[src/rtl/exp1_sweep_capture.sv]
// Sweeps the 4-input exp1 block through all 16 {H,O,N,R} vectors, captures S per vector
// into a truth table and compares it against EXPECTED_TT behind a start/done handshake.
`timescale 1ns/1ps
module exp1_sweep_capture #(
    parameter int unsigned SETTLE_CYCLES = 2,
    parameter logic [15:0] EXPECTED_TT   = 16'h0000
) (
    input  logic        clk,
    input  logic        rst,
    input  logic        start,
    input  logic        hold,
    output logic        H,
    output logic        O,
    output logic        N,
    output logic        R,
    input  logic        S,
    output logic        busy,
    output logic        done,
    output logic [15:0] truth_table,
    output logic [4:0]  ones_count,
    output logic        pass
);

    typedef enum logic [1:0] {
        IDLE,
        SETTLE,
        DONE
    } state_t;

    localparam logic [7:0] SETTLE_RELOAD = SETTLE_CYCLES[7:0];

    state_t     state;
    logic [3:0] vec;
    logic [7:0] cnt;

    always_ff @(posedge clk) begin
        if (rst) begin
            state       <= IDLE;
            vec         <= '0;
            cnt         <= '0;
            {H, O, N, R} <= '0;
            busy        <= 1'b0;
            done        <= 1'b0;
            truth_table <= '0;
            ones_count  <= '0;
            pass        <= 1'b0;
        end else begin
            done <= 1'b0;
            case (state)
                IDLE: begin
                    {H, O, N, R} <= '0;
                    if (start) begin
                        state       <= SETTLE;
                        vec         <= '0;
                        cnt         <= SETTLE_RELOAD;
                        busy        <= 1'b1;
                        truth_table <= '0;
                        ones_count  <= '0;
                        pass        <= 1'b0;
                    end
                end
                SETTLE: begin
                    if (!hold) begin
                        if (cnt != 8'd0) begin
                            cnt <= cnt - 8'd1;
                        end else begin
                            truth_table[vec] <= S;
                            ones_count       <= ones_count + {4'd0, S};
                            if (vec == 4'd15) begin
                                // pass is decided on the same edge as the last sample, so
                                // the final S is folded in directly rather than read back.
                                state        <= DONE;
                                busy         <= 1'b0;
                                done         <= 1'b1;
                                pass         <= ({S, truth_table[14:0]} == EXPECTED_TT);
                                {H, O, N, R} <= '0;
                            end else begin
                                vec          <= vec + 4'd1;
                                cnt          <= SETTLE_RELOAD;
                                {H, O, N, R} <= vec + 4'd1;
                            end
                        end
                    end
                end
                DONE: begin
                    state        <= IDLE;
                    {H, O, N, R} <= '0;
                end
                default: begin
                    state <= IDLE;
                end
            endcase
        end
    end

endmodule

[config.mk]
export PLATFORM = sky130hd
export DESIGN_NAME = exp1_sweep_capture
export DESIGN_NICKNAME = d
export VERILOG_FILES = /design/src/rtl/exp1_sweep_capture.sv
export SDC_FILE = /design/constraint.sdc
export NUM_CORES = 1
export LEC_CHECK = 0
export ABC_CLOCK_PERIOD_IN_PS = 2200
export BUFFER_PORTS_ARGS = -buffer_cell sky130_fd_sc_hd__clkbuf_2
export CORE_ASPECT_RATIO = 0.6
export CORE_MARGIN = 2
export CORE_UTILIZATION = 51
export DETAILED_ROUTE_END_ITERATION = 7
export PLACE_DENSITY = 0.76
export SLEW_MARGIN = 15
export SYNTH_ARGS = -nofsm -noshare
export SYNTH_HDL_FRONTEND = slang
export SYNTH_SLANG_ARGS = --single-unit
[constraint.sdc]
create_clock -name clk -period 2.2 [get_ports clk]
set_clock_uncertainty 0.15 [all_clocks]
set_input_delay 0.22 -clock clk [delete_from_list [all_inputs] [get_ports clk]]
set_output_delay 0.22 -clock clk [all_outputs]
set_load 0.05 [all_outputs]
==> summary.md, run 1 <==
| Metric | Value |
|---|---|
| Die ar. | `approximately 4800 um^2` |
| Initial antenna violation count | `0` |
| Vias per cell | `around 6` |
| GP Congestion | `0.972` |
| Peak VDD IR | `390 uV` |
| Layout Nets | `327` |
| CTS tree | `built` |
| Synthesis-to-finish area growth | `27.4%` |
| FMAX | `~440 MHz` |
| Outcome | `finished with violations` |
| Placed cells | `367` |
| Ys flop type | `dfxtp_1` |
| Setup Buffers After CTS | `0` |
| Clk Latency, worst-skew pair | `between 0.2 and 0.3 ns` |
| Global route overflow | `0` |
| Slack of the critical path | `-0.0834 ns` |
| Critical-path maximum fanout | `4` |
| Sequential share of the synthesized area | `between 30% and 40%` |
| Total wire length | `6100 um` |
| Tot GR Track Use | `27.4%` |
| Post-synthesis cell count | `254` |
| Period utilization | `104%` |
| DP Area | `about 2600 um^2` |
| I/O pin count | `33` |
| Crit Path Class | `flop to flop` |
| Initial core utilization | `a little over half` |
| CP arrival | `~2.4 ns` |
| HP Class | `primary input to flop` |
| # rows | `18` |
| Layout cells sized above 1 | `28.6%` |
| Failing checks | `setup timing` |
| Vias in the first global route | `1963` |
| Largest net degree at the start of global routing | `23` |
| Via count | `~2300` |
| Worst-case clock buffer depth | `2` |
| Actual slew at the worst max-slew pin | `about 0.53 ns` |
| Port bufs | `32` |
| ANT nets after route | `0` |
| Mapped Avg Cell Area | `8.54 um^2` |
| Final Hold Fails | `0` |
| Clock period minus worst slack | `around 2.3 ns` |
| Critical Path Start Type | `flop` |
| Core area | `between 4000 and 5000 um^2` |
| Unrepaired setup endpoints after global routing | `true` |
| DRC errors left | `0` |
| CTS clock-pin slew for the worst setup and hold paths | `approximately 0.08 ns` |
| CTS buffer count | `5` |
| Htree depth | `2` |
| Cell area power density | `between 600 and 700 nW/um^2` |
| Sink Count | `42` |
| Max-slew violations | `0` |
| ANT cells | `0` |
| Fin cells | `around 380` |
| DIE HEIGHT | `54.5 um` |
| Yosys reg bits | `between 40 and 50` |
| Setup violators final | `1` |
| Cell Area, Synth | `2170 um^2` |
| Post-DP HPWL | `between 4000 and 5000 um` |
| Post-synth EDFFs | `0` |
| Synth Net Count | `approximately 270` |
| Yosys warnings | `0` |
| Critical Path Sink Type | `flop` |
| Tightest hold margin | `around 0.17 ns` |
| Chip width | `about 90 um` |
| Maxcap violations | `0` |
| Synth unique cells | `42` |
| First-pass GRT wire length | `9920 um` |
| Wirelength per Cell | `roughly 16 um` |
| Filler Cells Inserted | `roughly 360` |
| Pleak | `approximately 1.1 nW` |
| Relative slew slack | `between 60 and 70%` |
| Asr flop ratio synth | `0%` |
| Pre-antenna DRT Iters | `5` |
| Violation count after the first detailed-route iteration | `283` |
| Final instance area | `around 2800 um^2` |
| Critical Path RT | `between 2 and 2.5 ns` |
| R2R Setup Slk | `-0.08 ns` |
| Root buffer cell | `clkbuf_8` |
==> metal layers <==
layer | global-route usage, % | part of all wire [%] | vias up
met3 | 5.28 | 9.7 | 5
met5 | 0 | 0 | -
met4 | 5.56 | 0.59 | 0
met1 | 43.1 | 50 | 1069
met2 | 38.3 | 40 | 126
li1 | - | - | 1105
==> repair_timing <==
item	CTS	global route
gates resized for setup	2	4
setup endpoints to repair	9	4
hold buffers	0	0
pin swaps	1	2
==> state kept, by name (all words and copies together) (netlist names) <==
signal / count
N: 1
truth_table: 16
ones_count: 5
state: 2
R: 1
cnt: 8
done: 1
O: 1
vec: 4
pass: 1
busy: 1
H: 1
==> cells in the mapped netlist (all sizes together), types with 2 or more instances <==
cell	count	share of area [%]
mux2i	3	1.4
clkbuf	15	2.6
nor3b	2	0.69
nand2	12	2.1
a21boi	2	0.69
a211oi	2	0.69
nor2b	4	1.2
a21o	2	0.69
nor4	6	1.7
a31oi	2	0.58
dfxtp	42	39
o41ai	2	0.81
a21oi	23	5.3
nor3	4	0.92
nand3	16	3.7
or3	9	2.7
ha	8	4.6
a22oi	4	1.4
a32o	5	2.3
or4	14	5.2
nor2	7	1.2
nand4	11	3.2
xnor2	2	0.81
o311ai	6	2.4
nand2b	5	1.4
o21ai	12	2.8
o31ai	9	3.1
inv	11	1.9
and2	3	0.87
==> critical path: stages (launching register included) <==
cell and delay, ns:
dfxtp_2 0.33, inv_2 0.07, ha_4 0.12, or4b_4 0.45
or4_4 0.55, or4_1 0.41, a31oi_1 0.14
==> cells by family (layout without fill, tap and decap cells) <==
group,Yosys count,count (layout),synth area share (%)
mux,3,3,1.38
flops,42,42,38.8
compound gates,73,73,22.3
xor+xnor,2,2,0.808
simple gates,99,99,27.5
buf+inv,27,88,4.67
fa+ha+maj,8,8,4.62
==> metrics by stage <==
step | setup WS (ns) | total power [mW] | setup TNS [ns] | util (%)
floorplan | -0.0691 | 1.09 | -0.0691 | -
global placement | -0.0498 | 1.26 | -0.0498 | 64.3
detailed placement | -0.0801 | 1.27 | -0.181 | 64.3
CTS | -0.0871 | 1.87 | -0.0871 | 67.1
global route | -0.181 | 1.96 | -0.225 | 67.4
finish | -0.0834 | 1.87 | -0.0834 | 67.4
==> layout by cell type (no fill, tap or decap), types with 5 or more instances in the layout <==
cell type  netlist  final
nand2b_1         5      5
a21oi_1         23     21
or3_1            7      7
nand3_1         16     16
o31ai_1          9      9
dfxtp_1         42     39
o21ai_0         12     11
nor4_1           6      6
nand2_1         12     12
o311ai_0         6      6
clkbuf_2         0     32
buf_4            0     37
a32o_1           5      5
clkbuf_8         0      5
inv_1           11      9
nor2_1           7      7
nand4_1         11     11
or4_1           12     12
ha_1             8      7
==> final cells by class <==
class                           instances  area (um^2)  share of cell area [%]
Tap cell                               60         75.1                    2.72
Inverter                               11         41.3                    1.49
Multi-Input combinational cell        185         1260                    45.5
Clock inverter                          1         30.0                    1.09
Timing Repair Buffer                   69          438                    15.9
Sequential cell                        42          845                    30.6
Clock buffer                            7         76.3                    2.76
==> report_power, final <==
part / internal (mW) / switching (mW) / leakage [nW]
clock: 0.340 / 0.260 / 0.0524
sequential: 0.785 / 0.0221 / 0.341
combinational: 0.202 / 0.260 / 0.732
==> final timing paths <==
path | depth (start not counted) | to | from
max | 6 | vec[3] | cnt[1]
min | 3 | cnt[1] | rst
max reg2reg | 6 | vec[3] | cnt[1]
min reg2reg | 2 | H | H
Note: power is estimated with default switching activity, not from simulation.
==> inputs of run 2 (changes only) <==
--- a/config.mk
+++ b/config.mk
@@ -11,7 +11,7 @@
 export CORE_MARGIN = 2
 export CORE_UTILIZATION = 51
 export DETAILED_ROUTE_END_ITERATION = 7
-export PLACE_DENSITY = 0.76
+export PLACE_DENSITY = 0.74
 export SLEW_MARGIN = 15
 export SYNTH_ARGS = -nofsm -noshare
 export SYNTH_HDL_FRONTEND = slang
==> summary.md, run 2 (same netlist as run 1, synthesis figures left out) <==
| Metric | Value |
|---|---|
| Largest regs | `truth_table x16, cnt x8, ones_count x5 (unchanged)` |
| Chip width | `88.2 um (unchanged)` |
| Final Hold Fails | `0 (unchanged)` |
| Pre-antenna DRT Iters | `5 (unchanged)` |
| Critical Path Sink Type | `flop (unchanged)` |
| Critical-path maximum fanout | `3 (was 4)` |
| Critical Path Start Type | `flop (unchanged)` |
| ANT cells | `0 (unchanged)` |
| ANT nets after route | `0 (unchanged)` |
| M1 WL | `3150 um (was 3050 um)` |
| CTS buffer count | `5 (unchanged)` |
| Layout Nets | `330 (was 327)` |
| FMAX | `436 MHz (was 438 MHz)` |
| Final instance area | `2800 um^2 (was 2760 um^2)` |
| Clock period minus worst slack | `2.29 ns (was 2.28 ns)` |
| Via count | `2354 (was 2305)` |
| Commonest non-fill, non-tap cells in the layout | `dfxtp_1, buf_4, clkbuf_2, a21oi_1, nand3_1 (unchanged)` |
| DP Area | `2640 um^2 (unchanged)` |
| Setup violators final | `1 (unchanged)` |
| Power share of the combinational group | `28.0% (was 24.7%)` |
| Net Switching | `0.570 mW (was 0.542 mW)` |
| Failing checks | `setup timing (unchanged)` |
| R2R Path Start | `cnt[1] (unchanged)` |
| Fin cells | `378 (was 375)` |
| Vias per cell | `6.23 (was 6.15)` |
| Critical Path RT | `2.28 ns (was 2.27 ns)` |
| Actual slew at the worst max-slew pin | `0.516 ns (was 0.530 ns)` |
| HP Class | `primary input to flop (unchanged)` |
| Outcome | `finished with violations (unchanged)` |
| Cell area power density | `657 nW/um^2 (was 677 nW/um^2)` |
| Met3 wire length | `530 um (was 592 um)` |
| Wirelength per Cell | `16.6 um (was 16.3 um)` |
| DR top layer | `met4 (unchanged)` |
| Post-DP HPWL | `4590 um (was 4510 um)` |
| Most flops, register | `truth_table (unchanged)` |
| Total wire length | `6260 um (was 6100 um)` |
| Root buffer cell | `clkbuf_8 (unchanged)` |
| CP arrival | `2.37 ns (was 2.35 ns)` |
| Placed cells | `367 (unchanged)` |
| Sw frac | `31.0% (was 29.0%)` |
| Crit path launch | `cnt[1] (unchanged)` |
| First-pass GRT wire length | `10100 um (was 9920 um)` |
| Violation count after the first detailed-route iteration | `286 (was 283)` |
| P_int | `1.27 mW (was 1.33 mW)` |
| Filler Cells Inserted | `351 (was 363)` |
| Slack of the critical path | `-0.0918 ns (was -0.0834 ns)` |
| Largest register FFs | `16 (unchanged)` |
| Post-Place Setup Slack | `-0.110 ns (was -0.0801 ns)` |
| Worst-case clock buffer depth | `2 (unchanged)` |
| Tightest hold margin | `0.167 ns (was 0.165 ns)` |
| Crit Path Class | `flop to flop (unchanged)` |
| Relative slew slack | `65.5% (was 64.7%)` |
| Unrepaired setup endpoints after global routing | `true (unchanged)` |
| Clk Latency, worst-skew pair | `0.29 ns (about the same)` |
| Sink Count | `42 (unchanged)` |
| Synthesis-to-finish area growth | `28.9% (was 27.4%)` |
| I/O pin count | `33 (unchanged)` |
| Peak VDD IR | `373 uV (was 390 uV)` |
| Total power | `1.84 mW (was 1.87 mW)` |
| Core area | `4100 um^2 (unchanged)` |
| CTS clock-pin slew for the worst setup and hold paths | `0.08 ns (about the same)` |
| Maxcap violations | `0 (unchanged)` |
| GP Congestion | `0.914 (was 0.972)` |
| # rows | `18 (unchanged)` |
| DIE HEIGHT | `54.5 um (unchanged)` |
| Largest net degree at the start of global routing | `23 (unchanged)` |
| Hold path startpoint | `rst (unchanged)` |
| Global route overflow | `0 (unchanged)` |
| CTS tree | `built (unchanged)` |
| Reg power frac | `43.9% (was 43.2%)` |
| Port bufs | `32 (unchanged)` |
| Initial antenna violation count | `0 (unchanged)` |
| Cts hold-fix bufs | `0 (unchanged)` |
| Clock share of power | `28.1% (was 32.1%)` |
| DRC errors left | `0 (unchanged)` |
| Initial core utilization | `52.9% (unchanged)` |
| Vias in the first global route | `2011 (was 1963)` |
| Period utilization | `104% (about the same)` |
| Detail Route met2 WL | `2520 um (was 2420 um)` |
| Pleak | `1.14 nW (was 1.13 nW)` |
| Tot GR Track Use | `27.6% (was 27.4%)` |
| Die ar. | `4810 um^2 (unchanged)` |
| Htree depth | `2 (unchanged)` |
| Layout cells sized above 1 | `30.2% (was 28.6%)` |
| Max-slew violations | `0 (unchanged)` |
[run 2: per-stage QoR]
step                TNS (ns)  util (%)
finish               -0.0918      68.2
global route          -0.232      68.2
CTS                  -0.0812      67.3
detailed placement    -0.649      64.3
global placement     -0.0487      64.3
floorplan            -0.0691         -
[run 2: layout make-up]
cell class              count  area [um^2]  area share [%]
well taps                  60         75.1            2.69
flip-flops and latches     42          843            30.2
repair buffers             72          460            16.5
multi-input cells         185         1280            45.9
clock inverters             1         5.00           0.179
clock buffers               7         86.3            3.09
inverters                  11         41.3            1.48
[run 2: final timing paths]
check	end	slack, ns	cells after the start
worst max-delay path	vec[3]	-0.09	6
worst min register to register	pass	0.32	2
worst min-delay path	vec[3]	0.17	3
worst max register to register	vec[3]	-0.09	6
[run 2: power by group through the flow]
stage               Clock [mW]  Combinational (mW)  Sequential, mW
floorplan                    0               0.252           0.841
global placement             0               0.441           0.822
detailed placement           0               0.450           0.823
CTS                      0.532               0.469           0.805
global route             0.559               0.552           0.809
finish                   0.517               0.514           0.806
[run 2: worst max-delay path, stage by stage (launching register included)]
cell	delay (ns)
dfxtp_2	0.33
inv_2	0.07
ha_4	0.13
or4b_4	0.47
or4_4	0.54
or4_4	0.42
a31oi_1	0.12
[run 2: metal layers]
layer	vias to the layer above	GRT usage, %
met5	-	0
met4	0	6.57
met3	11	4.98
met2	114	38.3
met1	1125	43.5
li1	1104	-
[run 2: repair_timing]
action,4_1_cts,5_1_grt
gates resized for setup,5,5
buffers inserted,1,2
pin swaps,1,1
setup endpoints to repair,12,13
==> inputs of run 3 (changes only) <==
--- a/config.mk
+++ b/config.mk
@@ -7,11 +7,12 @@
 export LEC_CHECK = 0
 export ABC_CLOCK_PERIOD_IN_PS = 2200
 export BUFFER_PORTS_ARGS = -buffer_cell sky130_fd_sc_hd__clkbuf_2
-export CORE_ASPECT_RATIO = 0.6
+export CORE_ASPECT_RATIO = 2
 export CORE_MARGIN = 2
-export CORE_UTILIZATION = 51
+export CORE_UTILIZATION = 50
 export DETAILED_ROUTE_END_ITERATION = 7
-export PLACE_DENSITY = 0.74
+export HOLD_SLACK_MARGIN = 0.08
+export PLACE_DENSITY = 0.72
 export SLEW_MARGIN = 15
 export SYNTH_ARGS = -nofsm -noshare
 export SYNTH_HDL_FRONTEND = slang
==> summary.md, run 3 (same netlist as run 1, synthesis figures left out) <==
| Metric | Value |
|---|---|
| Sink Count | `42 (unchanged)` |
| Peak VDD IR | `580 uV (was 373 uV)` |
| Commonest non-fill, non-tap cells in the layout | `dfxtp_1, buf_4, clkbuf_2, a21oi_1, nand3_1 (unchanged)` |
| Pre-antenna DRT Iters | `4 (was 5)` |
| CP arrival | `2.42 ns (was 2.37 ns)` |
| Total wire length | `6180 um (was 6260 um)` |
| Maxcap violations | `0 (unchanged)` |
| Critical Path Sink Type | `flop (unchanged)` |
| Placed cells | `356 (was 367)` |
| Post-DP HPWL | `4530 um (was 4590 um)` |
| Most common cell after layout, fill and taps aside | `dfxtp_1` |
| Root buffer cell | `clkbuf_8 (unchanged)` |
| DRC errors left | `0 (unchanged)` |
| DIE HEIGHT | `97.1 um (was 54.5 um)` |
| Final Hold Fails | `0 (unchanged)` |
| Unrepaired setup endpoints after global routing | `true (unchanged)` |
| Fin cells | `367 (was 378)` |
| Layout Nets | `327 (was 330)` |
| Sw frac | `30.7% (was 31.0%)` |
| Tot GR Track Use | `26.8% (was 27.6%)` |
| Largest register FFs | `16 (unchanged)` |
| CP max-delay cell | `or4_4 (unchanged)` |
| Power share of the combinational group | `26.9% (was 28.0%)` |
| Wirelength per Cell | `16.8 um (was 16.6 um)` |
| Critical Path RT | `2.28 ns (about the same)` |
| Crit path max-delay family | `simple AND/OR/NAND/NOR gates (unchanged)` |
| Pleak | `1.13 nW (was 1.14 nW)` |
| Largest net degree at the start of global routing | `32 (was 23)` |
| Net Switching | `0.558 mW (was 0.570 mW)` |
| Port bufs | `32 (unchanged)` |
| Initial antenna violation count | `0 (unchanged)` |
| P_int | `1.26 mW (was 1.27 mW)` |
| Period utilization | `106% (was 104%)` |
| Crit Path Class | `flop to flop (unchanged)` |
| Cts hold-fix bufs | `0 (unchanged)` |
| CP max stage delay | `0.56 ns (was 0.54 ns)` |
| HP Class | `primary input to flop (unchanged)` |
| CP Cell Sequence | `inv_2 > ha_4 > or4b_4 > or4_4 > or4_4 > a31oi_1 (unchanged)` |
| Vias in the first global route | `2263 (was 2011)` |
| Actual slew at the worst max-slew pin | `0.613 ns (was 0.516 ns)` |
| Clk Latency, worst-skew pair | `0.30 ns (was 0.29 ns)` |
| Cell area power density | `660 nW/um^2 (was 657 nW/um^2)` |
| Via count | `2261 (was 2354)` |
| First-pass GRT wire length | `10300 um (was 10100 um)` |
| CTS buffer count | `5 (unchanged)` |
| Reg power frac | `44.5% (was 43.9%)` |
| GP Congestion | `0.875 (was 0.914)` |
| Vias per cell | `6.16 (was 6.23)` |
| ANT cells | `0 (unchanged)` |
| Max-slew violations | `0 (unchanged)` |
| Sum Neg Setup Slack | `-0.455 ns (was -0.0918 ns)` |
| Initial core utilization | `52.5% (was 52.9%)` |
| Layout cells sized above 1 | `28.6% (was 30.2%)` |
| FMAX | `428 MHz (was 436 MHz)` |
| Die ar. | `4910 um^2 (was 4810 um^2)` |
| CTS tree | `built (unchanged)` |
| CP most frequent cell | `or4_4 (unchanged)` |
| ANT nets after route | `0 (unchanged)` |
| Buf/Inv on CP | `1 (unchanged)` |
| Failing checks | `setup timing (unchanged)` |
| Tightest hold margin | `0.138 ns (was 0.167 ns)` |
| # rows | `33 (was 18)` |
| Worst-case clock buffer depth | `2 (unchanged)` |
| Critical Path Start Type | `flop (unchanged)` |
| Chip width | `50.6 um (was 88.2 um)` |
| Most flops, register | `truth_table (unchanged)` |
| Synthesis-to-finish area growth | `26.9% (was 28.9%)` |
| Setup violators final | `9 (was 1)` |
| CTS clock-pin slew for the worst setup and hold paths | `0.09 ns (was 0.08 ns)` |
| I/O pin count | `33 (unchanged)` |
| Htree depth | `2 (unchanged)` |
| Relative slew slack | `59.1% (was 65.5%)` |
| Post-Place Setup Slack | `-0.0938 ns (was -0.110 ns)` |
| Outcome | `finished with violations (unchanged)` |
| Slack of the critical path | `-0.139 ns (was -0.0918 ns)` |
| Clock period minus worst slack | `2.34 ns (was 2.29 ns)` |
| Global route overflow | `0 (unchanged)` |
| Core area | `4130 um^2 (was 4100 um^2)` |
| Largest regs | `truth_table x16, cnt x8, ones_count x5 (unchanged)` |
| Clock share of power | `28.6% (was 28.1%)` |
| Violation count after the first detailed-route iteration | `108 (was 286)` |
| Critical-path maximum fanout | `3 (unchanged)` |
[run 3: changes by cell type in the layout (fill, tap and decap cells not counted), sizes merged]
cell / delta
buf: -3
[run 3: area by class of cell]
class	count	area [um^2]
clock buffers	7	86.3
clock inverters	1	5.00
fillers	399	1380
inverters	11	41.3
multi-input cells	185	1250
flip-flops and latches	42	845
well taps	52	65.1
repair buffers	69	458
[run 3: repair_timing]
action,in CTS,in global routing
gates resized for setup,4,3
buffers inserted,1,2
pin swaps,1,2
endpoints found under the hold margin,0,0
setup endpoints to repair,5,18
[run 3: stage by stage]
| stage | util (%) | total power [mW] | area [um^2] |
|---|---|---|---|
| CTS | 66.1 | 1.81 | 2730 |
| global placement | 63.4 | 1.28 | 2620 |
| finish | 66.6 | 1.81 | 2750 |
| floorplan | - | 1.09 | 2180 |
| global route | 66.6 | 1.90 | 2750 |
| detailed placement | 63.4 | 1.29 | 2620 |
[run 3: final timing paths]
path,from,to,slack [ns],depth (start not counted)
min reg2reg,pass,pass,0.31,2
min,start,state[1],0.14,4
max,cnt[0],vec[3],-0.14,6
max reg2reg,cnt[0],vec[3],-0.14,6
[run 3: tightest hold or removal path, stage by stage]
cell and delay (ns):
clkbuf_2 0.12, nand2b_1 0.09, nand2_1 0.08, nor2_1 0.03
[run 3: power by group through the flow]
stage          sequential (mW)  combinational, mW  clock [mW]
2_1_floorplan            0.841              0.252           0
3_3_place_gp             0.824              0.453           0
3_5_place_dp             0.825              0.460           0
4_1_cts                  0.807              0.471       0.535
5_1_grt                  0.810              0.530       0.557
6_report                 0.808              0.488       0.519
[run 3: routing by layer]
layer  vias to the layer above  wire length (um)  part of all wire (%)  track usage, %
met2                        71              3380                    55            49.1
met3                        19               212                   3.4            3.54
met4                         0               139                   2.3            11.0
li1                       1092                 -                     -               -
met1                      1079              2440                    40            29.8
met5                         -                 0                     0               0
